File: config.mk
export PLATFORM = sky130hd
export DESIGN_NAME = add_arbiter
export DESIGN_NICKNAME = d
export VERILOG_FILES = /design/src/rtl/add_arbiter_pkg.sv /design/src/rtl/add_arbiter_adder16.sv /design/src/rtl/add_arbiter_rr_arb2.sv /design/src/rtl/add_arbiter.sv
export VERILOG_INCLUDE_DIRS = /design/src /design/src/rtl
export SDC_FILE = /design/constraint.sdc
export NUM_CORES = 1
export LEC_CHECK = 0
export CAP_MARGIN = 20
export CORE_ASPECT_RATIO = 0.8
export CORE_MARGIN = 2
export CORE_UTILIZATION = 41
export DETAILED_ROUTE_END_ITERATION = 12
export PLACE_DENSITY = 0.85
export SLEW_MARGIN = 20
export SYNTH_ARGS = -nofsm -noshare
export SYNTH_HDL_FRONTEND = slang
export SYNTH_SLANG_ARGS = --single-unit
export TNS_END_PERCENT = 30
File: constraint.sdc
create_clock -name clk -period 15.24 [get_ports clk]
set_input_delay 2.286 -clock clk [delete_from_list [all_inputs] [get_ports clk]]
set_output_delay 2.286 -clock clk [all_outputs]
set_load 0.01 [all_outputs]
File: src/rtl/add_arb_defs.vh
// Shared encodings for the add_arbiter slice: FSM state codes and requester indices.
`ifndef ADD_ARB_DEFS_VH
`define ADD_ARB_DEFS_VH

localparam logic [1:0] ST_IDLE = 2'd0;
localparam logic [1:0] ST_EXEC = 2'd1;
localparam logic [1:0] ST_DONE = 2'd2;

localparam logic REQ0 = 1'b0;
localparam logic REQ1 = 1'b1;

`endif

File: src/rtl/add_arbiter_pkg.sv
// Types and helpers shared by add_arbiter, rr_arb2 and adder16.
package add_arbiter_pkg;
`include "add_arb_defs.vh"

    localparam int ADD_W = 16;

    typedef enum logic [1:0] {
        S_IDLE = ST_IDLE,
        S_EXEC = ST_EXEC,
        S_DONE = ST_DONE
    } arb_state_t;

    function automatic logic [1:0] id_onehot(input logic id);
        return (id == REQ1) ? 2'b10 : 2'b01;
    endfunction

endpackage

File: src/rtl/add_arbiter_adder16.sv
// Adder16: plain 16-bit ripple-carry adder shared by both requesters.
module adder16
    import add_arbiter_pkg::*;
(
    input  logic [ADD_W-1:0] i_a,
    input  logic [ADD_W-1:0] i_b,
    input  logic             i_cin,
    output logic [ADD_W-1:0] o_s,
    output logic             o_cout
);

    logic [ADD_W:0] w_c;

    assign w_c[0] = i_cin;

    for (genvar i = 0; i < ADD_W; i++) begin : g_fa
        assign o_s[i]     = i_a[i] ^ i_b[i] ^ w_c[i];
        assign w_c[i + 1] = (i_a[i] & i_b[i]) | (w_c[i] & (i_a[i] ^ i_b[i]));
    end

    assign o_cout = w_c[ADD_W];

endmodule

File: src/rtl/add_arbiter_rr_arb2.sv
// rr_arb2: two-way round-robin pick with a "last winner" pointer.
module rr_arb2
    import add_arbiter_pkg::*;
(
    input  logic clk,
    input  logic rst,
    input  logic i_req0,
    input  logic i_req1,
    input  logic i_take,
    output logic o_valid,
    output logic o_winner
);

    logic r_last;

    // Pointer only moves on a contested grant; reset value lets requester 0 win the first tie.
    always_ff @(posedge clk) begin
        if (rst) begin
            r_last <= REQ1;
        end else if (i_take && i_req0 && i_req1) begin
            r_last <= o_winner;
        end
    end

    always_comb begin
        o_valid  = i_req0 | i_req1;
        o_winner = REQ0;
        if (i_req0 && i_req1) begin
            o_winner = ~r_last;
        end else if (i_req1) begin
            o_winner = REQ1;
        end
    end

endmodule

File: src/rtl/add_arbiter.sv
// add_arbiter: shares one adder16 between two requesters, one 3-cycle op at a time.
// Optional grant counters gcnt0/gcnt1 are built when ADD_ARB_STATS_EN is defined.
//
// state | meaning
// IDLE  | waiting; winner of any request latched into gnt/res_id
// EXEC  | granted operands through the adder, sum/ovfl captured at end of cycle
// DONE  | one-cycle done pulse for res_id; requests ignored
module add_arbiter
    import add_arbiter_pkg::*;
#(
    parameter int WIDTH = 16,
    parameter int CNT_W = 16
) (
    input  logic             clk,
    input  logic             rst,
    input  logic             req0,
    input  logic [WIDTH-1:0] a0,
    input  logic [WIDTH-1:0] b0,
    input  logic             req1,
    input  logic [WIDTH-1:0] a1,
    input  logic [WIDTH-1:0] b1,
    output logic [1:0]       gnt,
    output logic [1:0]       done,
    output logic [WIDTH-1:0] sum,
    output logic             ovfl,
    output logic             res_id,
    output logic             busy
`ifdef ADD_ARB_STATS_EN
    ,
    output logic [CNT_W-1:0] gcnt0,
    output logic [CNT_W-1:0] gcnt1
`endif
);

    arb_state_t       r_state;
    arb_state_t       w_next;
    logic [1:0]       r_gnt;
    logic [1:0]       r_done;
    logic [WIDTH-1:0] r_sum;
    logic             r_ovfl;
    logic             r_res_id;

    logic             w_arb_valid;
    logic             w_arb_winner;
    logic             w_take;
    logic [WIDTH-1:0] w_op_a;
    logic [WIDTH-1:0] w_op_b;
    logic [WIDTH-1:0] w_sum;
    logic             w_cout;

    assign w_take = (r_state == S_IDLE) && w_arb_valid;

    rr_arb2 u_rr (
        .clk      (clk),
        .rst      (rst),
        .i_req0   (req0),
        .i_req1   (req1),
        .i_take   (w_take),
        .o_valid  (w_arb_valid),
        .o_winner (w_arb_winner)
    );

    assign w_op_a = (r_res_id == REQ1) ? a1 : a0;
    assign w_op_b = (r_res_id == REQ1) ? b1 : b0;

    adder16 u_add (
        .i_a    (w_op_a),
        .i_b    (w_op_b),
        .i_cin  (1'b0),
        .o_s    (w_sum),
        .o_cout (w_cout)
    );

    always_ff @(posedge clk) begin
        if (rst) begin
            r_state <= S_IDLE;
        end else begin
            r_state <= w_next;
        end
    end

    always_comb begin
        w_next = r_state;
        case (r_state)
            S_IDLE:  if (w_arb_valid) w_next = S_EXEC;
            S_EXEC:  w_next = S_DONE;
            S_DONE:  w_next = S_IDLE;
            default: w_next = S_IDLE;
        endcase
    end

    // Reset wins over everything, so an in-flight op is dropped without a done pulse.
    always_ff @(posedge clk) begin
        if (rst) begin
            r_gnt    <= '0;
            r_done   <= '0;
            r_sum    <= '0;
            r_ovfl   <= 1'b0;
            r_res_id <= REQ0;
        end else begin
            case (r_state)
                S_IDLE: begin
                    r_done <= '0;
                    if (w_take) begin
                        r_gnt    <= id_onehot(w_arb_winner);
                        r_res_id <= w_arb_winner;
                    end
                end
                S_EXEC: begin
                    r_sum  <= w_sum;
                    r_ovfl <= w_cout;
                    r_done <= id_onehot(r_res_id);
                end
                S_DONE: begin
                    r_done <= '0;
                    r_gnt  <= '0;
                end
                default: begin
                    r_done <= '0;
                    r_gnt  <= '0;
                end
            endcase
        end
    end

    assign gnt    = r_gnt;
    assign done   = r_done;
    assign sum    = r_sum;
    assign ovfl   = r_ovfl;
    assign res_id = r_res_id;
    assign busy   = (r_state != S_IDLE);

`ifdef ADD_ARB_STATS_EN
    localparam logic [CNT_W-1:0] CNT_MAX = '1;

    logic [CNT_W-1:0] r_gcnt0;
    logic [CNT_W-1:0] r_gcnt1;

    always_ff @(posedge clk) begin
        if (rst) begin
            r_gcnt0 <= '0;
            r_gcnt1 <= '0;
        end else if (w_take) begin
            if (w_arb_winner == REQ0) begin
                if (r_gcnt0 != CNT_MAX) r_gcnt0 <= r_gcnt0 + CNT_W'(1);
            end else begin
                if (r_gcnt1 != CNT_MAX) r_gcnt1 <= r_gcnt1 + CNT_W'(1);
            end
        end
    end

    assign gcnt0 = r_gcnt0;
    assign gcnt1 = r_gcnt1;
`else
    logic [CNT_W-1:0] w_unused_cnt;
    assign w_unused_cnt = '0;
`endif

endmodule

After elaboration in Yosys (flattened, before gate mapping)
Cells that the tools add are included.

word-level totals
  memories kept = 0
  flip-flop bits (word level) = 25
  memory bits (read-only) = 0
  RAM bits = 0
  latch bits = 0
  word-level logic and storage cells = 109
  input port bits = 68
  output and inout port bits = 23

operators by class
  bitwise gates (word level) = 80
  equality and inequality tests = 3
  $mul = 0
  mux-type cells = 10
  order comparisons = 0
  $add $sub $neg = 0
  reductions and logical operators = 9
  shift-type cells = 0
  divide/modulo/power cells = 0

operator list
  operator                                                                  number
  16-bit 2-to-1 mux                                                         2
  1-bit AND                                                                 31
  1-bit bitwise XOR                                                         31
  1-bit bitwise OR                                                          16
  2-bit 2-to-1 mux                                                          4
  2-bit one-hot mux with 2 select lines                                     2
  1-bit logical AND                                                         4
  2-bit AND reduction                                                       2
  2-bit by 1-bit == test with 1-bit output (second input constant)          1
  2-bit logical NOT                                                         1
  1-bit 2-to-1 mux                                                          2
  2-bit by 1-bit inequality test with 1-bit output (second input constant)  1
  2-bit inequality test (second input constant)                             1
  1-bit inverter                                                            2
  2-bit nonzero test                                                        1
  2-bit OR reduction                                                        1

Longest topological paths before layout
Gate-level depths: netlist (run 1).

  depth after elaboration = 32
  mapped depth = 23
  mapped depth without buffers = 21

Cells and area by module
Synthesis (run 1) repeated with hierarchy kept, for this count alone.

second synthesis, totals
  cell total of the unflattened synthesis = 166
  area total of the unflattened synthesis = 1641.6 um^2

by module, submodules not included
  module       sequential area each (um^2)  cells each  area an instance (um^2)  times used
  add_arbiter  480.5                        134         1227.4                   1
  adder16      0.0                          26          357.8                    1
  rr_arb2      20.0                         6           56.3                     1

Worst setup path after synthesis (run 1)
OpenSTA, ideal clock, no wires.

  kind = input-to-reg
  start = input a1[0]
  end = register r_sum[15], in the netlist sum[15]
  stages = 21
  arrival time = 8503 ps
  setup time = 79 ps
  path slack = 6658 ps
  buffers on the path = 0
  required time = 15161 ps
  cells stage by stage = mux2_2 -> ha_1 -> inv_1 -> fa_1 -> inv_1 -> fa_1 -> fa_1 -> fa_1 -> fa_1 -> fa_1 -> fa_1 -> fa_1 -> fa_1 -> fa_1 -> fa_1 -> fa_1 -> fa_1 -> fa_1 -> inv_1 -> fa_1 -> a211oi_2

between the ends
  cells in the longest elaborated chain, start to end = 31

ends and longest elaborated chain
  element                  line                       RTL
  from (decl)              add_arbiter.sv:20          input logic [WIDTH-1:0] a1,
  16-bit 2-to-1 mux        add_arbiter.sv:63          assign w_op_a = (r_res_id == REQ1) ? a1 : a0;
  1-bit AND (2 in series)  add_arbiter_adder16.sv:18  assign w_c[i + 1] = (i_a[i] & i_b[i]) | (w_c[i] & (i_a[i] ^ i_b[i]));
  1-bit bitwise OR         add_arbiter_adder16.sv:18
  1-bit AND                add_arbiter_adder16.sv:18
  1-bit bitwise OR         add_arbiter_adder16.sv:18
  1-bit AND                add_arbiter_adder16.sv:18
  1-bit bitwise OR         add_arbiter_adder16.sv:18
  1-bit AND                add_arbiter_adder16.sv:18
  (+14 left out)           -
  1-bit bitwise OR         add_arbiter_adder16.sv:18
  1-bit AND                add_arbiter_adder16.sv:18
  1-bit bitwise OR         add_arbiter_adder16.sv:18
  1-bit AND                add_arbiter_adder16.sv:18
  1-bit bitwise OR         add_arbiter_adder16.sv:18
  1-bit AND                add_arbiter_adder16.sv:18
  1-bit bitwise OR         add_arbiter_adder16.sv:18
  1-bit bitwise XOR        add_arbiter_adder16.sv:17  assign o_s[i] = i_a[i] ^ i_b[i] ^ w_c[i];
  to (signal assigned)     add_arbiter.sv:110         r_sum <= w_sum;
  to (decl)                add_arbiter.sv:39          logic [WIDTH-1:0] r_sum;

No other way between the ends.
A chain may end at the register's enable or synchronous reset.

Final worst setup path (run 1)
Same ends and word-level chain as after synthesis.

==> results of run 1 <==
## kinds of logic (layout without fill, tap and decap cells)
group                      count (synthesis)  in the layout
adders and majority gates                 16             16
buffers and inverters                     16            101
AOI/OAI and AO/OA                         23             23
muxes                                     32             32
DFF                                       25             25
and+or+nand+nor                           47             47
## per-layer routing
layer,global-route usage,wire (um)
met3,0.0927,491
met1,0.224,1500
met5,0,0
met2,0.325,1750
met4,0.0156,0
## tightest hold or removal path: stages, from the launching register on
cell and delay [ns]:
dfxtp_1 0.31, nand2_1 0.05, a21oi_1 0.05
## synthesized netlist by cell type, types with 2 or more instances
cell	number	area (um2)
nand2_1	29	109
mux2_2	28	315
dfxtp_1	25	500
a21oi_1	15	75.1
fa_1	15	300
buf_2	6	30.0
inv_1	6	22.5
nor2_1	6	22.5
mux2i_1	4	40.0
nor3_1	4	20.0
a211oi_2	3	37.5
nand2b_1	3	18.8
clkbuf_1	2	7.51
## cells in the final DEF, fill, tap and decap left out
| cell | n |
|---|---|
| a211oi_2 | 3 |
| a21o_1 | 1 |
| a21oi_1 | 15 |
| a2bb2oi_1 | 1 |
| a31o_2 | 1 |
| a32oi_1 | 1 |
| and2_1 | 1 |
| and2b_1 | 1 |
| buf_4 | 1 |
| clkbuf_1 | 1 |
| clkbuf_8 | 3 |
| clkdlybuf4s50_1 | 90 |
| dfxtp_1 | 25 |
| fa_1 | 15 |
| ha_1 | 1 |
| inv_1 | 6 |
| mux2_2 | 28 |
| mux2i_1 | 4 |
| nand2_1 | 29 |
| nand2b_1 | 3 |
| nand3_1 | 1 |
| nand4_1 | 1 |
| nor2_1 | 6 |
| nor2b_1 | 1 |
| nor3_1 | 4 |
| o21ai_0 | 1 |
## sequential cells by signal (all words and copies together), names as in the netlist
signal,flops
sum,16
done,2
gnt,2
r_state,2
ovfl,1
res_id,1
u_rr.r_last,1
## stage by stage
stage                     utilization  std cells  setup slack [ns]
final                           0.679        299              6.29
after floorplan                     -        159              6.66
after CTS                       0.679        299              6.28
after detailed placement        0.667        295              5.99
after global placement          0.667        295              6.09
after global routing            0.679        299              6.00
## worst max path at each step
| stage | startpoint | to | depth (start not counted) |
|---|---|---|---|
| finish | a1[0] | sum[15]$_SDFFE_PP0N_ | 22 |
| CTS | a1[0] | sum[15]$_SDFFE_PP0N_ | 22 |
| global route | a1[0] | sum[15]$_SDFFE_PP0N_ | 22 |
| floorplan | a1[0] | sum[15]$_SDFFE_PP0N_ | 21 |
| global placement | a0[0] | sum[15]$_SDFFE_PP0N_ | 22 |
| detailed placement | a1[0] | sum[15]$_SDFFE_PP0N_ | 22 |
## where the power goes
part | switching [uW] | internal, uW
clock | 18.9 | 18.6
combinational | 30.9 | 45.3
sequential | 3.78 | 71.6
## final cells by class
class / count / area share
Inverter: 6 / 0.00878
Multi-Input combinational cell: 118 / 0.398
Tap cell: 55 / 0.0268
Sequential cell: 25 / 0.195
Timing Repair Buffer: 91 / 0.354
Clock buffer: 4 / 0.0176
==> results.yml, run 1 <==
floorplan:
  chipHeight_um: 59.9
  start_util: 0.424
  core_um2: 3780
  die_w_um: 73.9
  die_area_um2: 4420
  num_rows: 20
  ios: 91
clocking:
  hold_buffers: 0
  cts_tree: "built"
  cts_buffers: 3
  insertion_delay_ns: 0.26
  cts.sinks: 25
  path_clk_slew_ns: 0.08
  clockBufferDepth: 2
  clock-root-buffer: "clkbuf_8"
  cts-htree-levels: 1
  post_cts_buffers: 0
  cts_resized: 0
worst_setup_path:
  slowest_delay_ns: 0.42
  crit_type: "input port to flip-flop"
  ff2ff_path_depth: 20
  cp-start-kind: "input port"
  cp.arrival_ns: 9.12
  worstPathCellList: "clkdlybuf4s50_1, mux2_2, ha_1, inv_1, fa_1, inv_1, fa_1, fa_1, fa_1, fa_1, fa_1, fa_1, fa_1, fa_1, fa_1, fa_1, fa_1, fa_1, fa_1, inv_1, fa_1, a211oi_2"
  r2r_end: "sum[15]$_SDFFE_PP0N_"
  crit_slowest_cell: "fa_1"
  cp.required_ns: 15.41
  reg2reg_slack_ns: 7.94
  cp_max_fo: 1
  r2r_start: "res_id$_SDFFE_PP0P_"
  cp-end-kind: "flip-flop"
  crit_top_cell: "fa_1"
  critPathTopFamily: "adder cells"
  crit_buf_inv: 4
finish:
  nets: 329
  drive_gt1_frac: 0.148
  area_growth_pct: 60.4
  fillCellCount: 311
  ff_latch_area_um2: 500
  multi_input_area_um2: 1020
  final_area_um2: 2570
  diodes: 0
worst_hold_path:
  holdPathStages: 2
  whs_endpoint: "sum[2]$_SDFFE_PP0N_"
  hp-class: "flip-flop to flip-flop"
  worstHoldStart: "sum[2]$_SDFFE_PP0N_"
sta:
  tightest_slew_ns: 0.930
  period_minus_slack_ns: 8.95
  setup_viol: 0
  final.setup.tns_ns: 0
  rsz0062_at_grt: "false"
  skew_ns: 0.00121
  finalHoldViolCount: 0
  drv_slew: 0
  slew_headroom: 0.378
  fmax_mhz: 112
  timing.final.crit_share: 0.587
  hold_ws_ns: 0.455
logic_synthesis:
  synth_ff_type: "dfxtp_1"
  yosysUniqueCellTypes: 26
  synthSimpleGateAreaFrac: 0.126
  synth.area.mux_share: 0.222
  synthCells: 159
  yosys.area_share.xor_xnor: 0
  ys_seq_area_frac: 0.313
  synth_adder_area_share: 0.195
  synth_top_family_by_area: "multiplexers"
  ys_warn_count: 0
  syn_area_per_cell_um2: 10.1
  ys_ff_latch: 25
  synth_enable_flop_cells: 0
  synth_compound_area_frac: 0.0946
  async_reset_ff_frac: 0
  synthesis.area_um2: 1600
  syn_nets: 243
grt:
  grtUsageTotal: 0.189
  grt_antenna_before_repair: 0
  grt_pass1_vias: 1401
  grt_pass1_wl_mm: 6.29
  grt_overflow_total: 0
  grt_max_degree: 31
placed_design:
  port_buffers: 90
  postPlaceCellArea_um2: 2520
  dp_hpwl_mm: 3.01
  gp_congestion: 0.778
outcome:
  outcome: "completed"
job:
  cap_violations: 0
drt:
  vias: 1412
  ant_nets: 0
  wirelength_mm: 3.75
  first_iter_violations: 72
  drc: 0
  wl_per_cell_um: 12.5
  vias_per_cell: 4.72
  first_pass_iters: 4
power:
  power_density_nw_per_um2: 73.7
  cellLeakagePower_uw: 0.000937
  ir_drop_mv: 0.0395
  totalPowerFinal_uw: 189
No activity file was read; power rests on OpenSTA's default activity.
==> run 2: changes to the inputs <==
CORE_UTILIZATION = 35   (was 41)
PLACE_DENSITY = 0.77   (was 0.85)
clock period = 7.85 ns   (was 15.24 ns; I/O delays follow)
==> run 2 against run 1 <==
  * Register-to-register slack worse by 7.0 ns
  * Critical path depth unchanged
  * Utilization fell by 7.4 points
  * Non-clock buffer count is 1 higher
  * Clock-buffer cell count did not move
  * Total power rose by 97%
  * Critical path type unchanged
==> results.yml, run 2 (synthesized netlist as in run 1, its figures left out) <==
outcome:
  outcome: "completed"
worst_setup_path:
  crit_slowest_cell: "fa_1"
  crit_top_cell: "fa_1"
  cp.arrival_ns: 7.78
  crit_type: "input port to flip-flop"
  cp-end-kind: "flip-flop"
  cp.required_ns: 8.03
  worstPathCellList: "clkdlybuf4s50_1, mux2_2, ha_1, inv_1, fa_1, inv_1, fa_1, fa_1, fa_1, fa_1, fa_2, fa_2, fa_2, fa_2, fa_2, fa_2, fa_1, fa_2, fa_1, inv_1, fa_1, a211oi_2"
  cp-start-kind: "input port"
  slowest_delay_ns: 0.42
  cp_max_fo: 1
finish:
  multi_input_area_um2: 1040
  area_growth_pct: 62.1
  stdcell_count: 302
  drive_gt1_frac: 0.180
  post-route-util: 0.606
  final_cell_mix: "clkdlybuf4s50_1, nand2_1, mux2_2"
  final_common_cell: "clkdlybuf4s50_1"
  nets: 330
  fillCellCount: 391
  ff_latch_area_um2: 500
  largest_reg_flops: 16
  diodes: 0
clocking:
  cts.sinks: 25
  insertion_delay_ns: 0.26
  cts_buffers: 3
  clock-root-buffer: "clkbuf_8"
  path_clk_slew_ns: 0.08
  clockBufferDepth: 2
  cts-htree-levels: 1
  cts_tree: "built"
sta:
  drv_slew: 0
  timing.final.crit_share: 0.968
  period_minus_slack_ns: 7.60
  skew_ns: 0.00109
  tightest_slew_ns: 0.952
  hold_ws_ns: 0.455
  finalHoldViolCount: 0
  fmax_mhz: 132
  setup_viol: 0
  slew_headroom: 0.363
  rsz0062_at_grt: "false"
power:
  power_density_nw_per_um2: 144
  ir_drop_mv: 0.0731
  totalPowerFinal_uw: 372
  cellLeakagePower_uw: 0.000937
grt:
  grt_overflow_total: 0
  grt_antenna_before_repair: 0
  grtUsageTotal: 0.169
  grt_pass1_wl_mm: 6.87
  grt_pass1_vias: 1564
  grt_max_degree: 26
floorplan:
  start_util: 0.374
  core_um2: 4280
  chipHeight_um: 64.5
  die_w_um: 79.6
  die_area_um2: 5130
  ios: 91
  num_rows: 21
placed_design:
  port_buffers: 90
  dp.cells: 298
  gp_congestion: 0.692
  dp_hpwl_mm: 3.36
drt:
  vias: 1414
  drc: 0
  wl_per_cell_um: 13.6
  ant_nets: 0
  wirelength_mm: 4.10
  first_pass_iters: 4
  vias_per_cell: 4.68
  first_iter_violations: 28
job:
  cap_violations: 0
worst_hold_path:
  hp-class: "flip-flop to flip-flop"
run 2: cell types whose count changed in the layout (fill, tap and decap cells not counted):
cell,delta
buf_4,+1
fa_1,-7
fa_2,+7
run 2: metrics by stage:
stage,instance area (um2),setup slack [ns],setup TNS (ns)
2_1_floorplan,1600,0.376,0
3_3_place_gp,2530,-0.247,-0.247
3_5_place_dp,2530,-0.404,-0.560
4_1_cts,2580,0.0235,0
5_1_grt,2590,0.0150,0
6_report,2590,0.248,0
run 2: final timing paths:
check | endpoint | startpoint | cells after the start | slack, ns
max | sum[15]$_SDFFE_PP0N_ | b1[0] | 22 | 0.25
min reg2reg | sum[11]$_SDFFE_PP0N_ | sum[11]$_SDFFE_PP0N_ | 2 | 0.46
min | sum[11]$_SDFFE_PP0N_ | sum[11]$_SDFFE_PP0N_ | 2 | 0.46
max reg2reg | sum[15]$_SDFFE_PP0N_ | res_id$_SDFFE_PP0P_ | 21 | 0.96
run 2: critical path, delay by kind of cell:
kind	cells	cell delay (ns)
fa+ha+maj	16	5.54
buf+inv	4	0.61
mux	1	0.27
compound gates	1	0.17
run 2: report_power, final:
part | switching [uW] | internal [uW]
Clock | 38.1 | 36.2
Sequential | 7.32 | 139
Combinational | 61.7 | 90.0
run 2: timing repair:
action,4_1_cts,5_1_grt
hold buffers,0,0
gates resized for setup,3,4
endpoints found under the setup margin,1,1
buffers inserted,0,0
run 2: cell type report:
| class | instances | area share |
|---|---|---|
| Multi-Input combinational cell | 118 | 0.400 |
| Timing Repair Buffer | 92 | 0.353 |
| Clock buffer | 4 | 0.0174 |
| Sequential cell | 25 | 0.193 |
| Inverter | 6 | 0.00868 |
| Tap cell | 57 | 0.0275 |
run 2: metal layers:
metal,GRT usage,wire (um)
met1,0.193,1630
met2,0.329,2270
met3,0.0390,183
met4,0.0194,15
met5,0,0
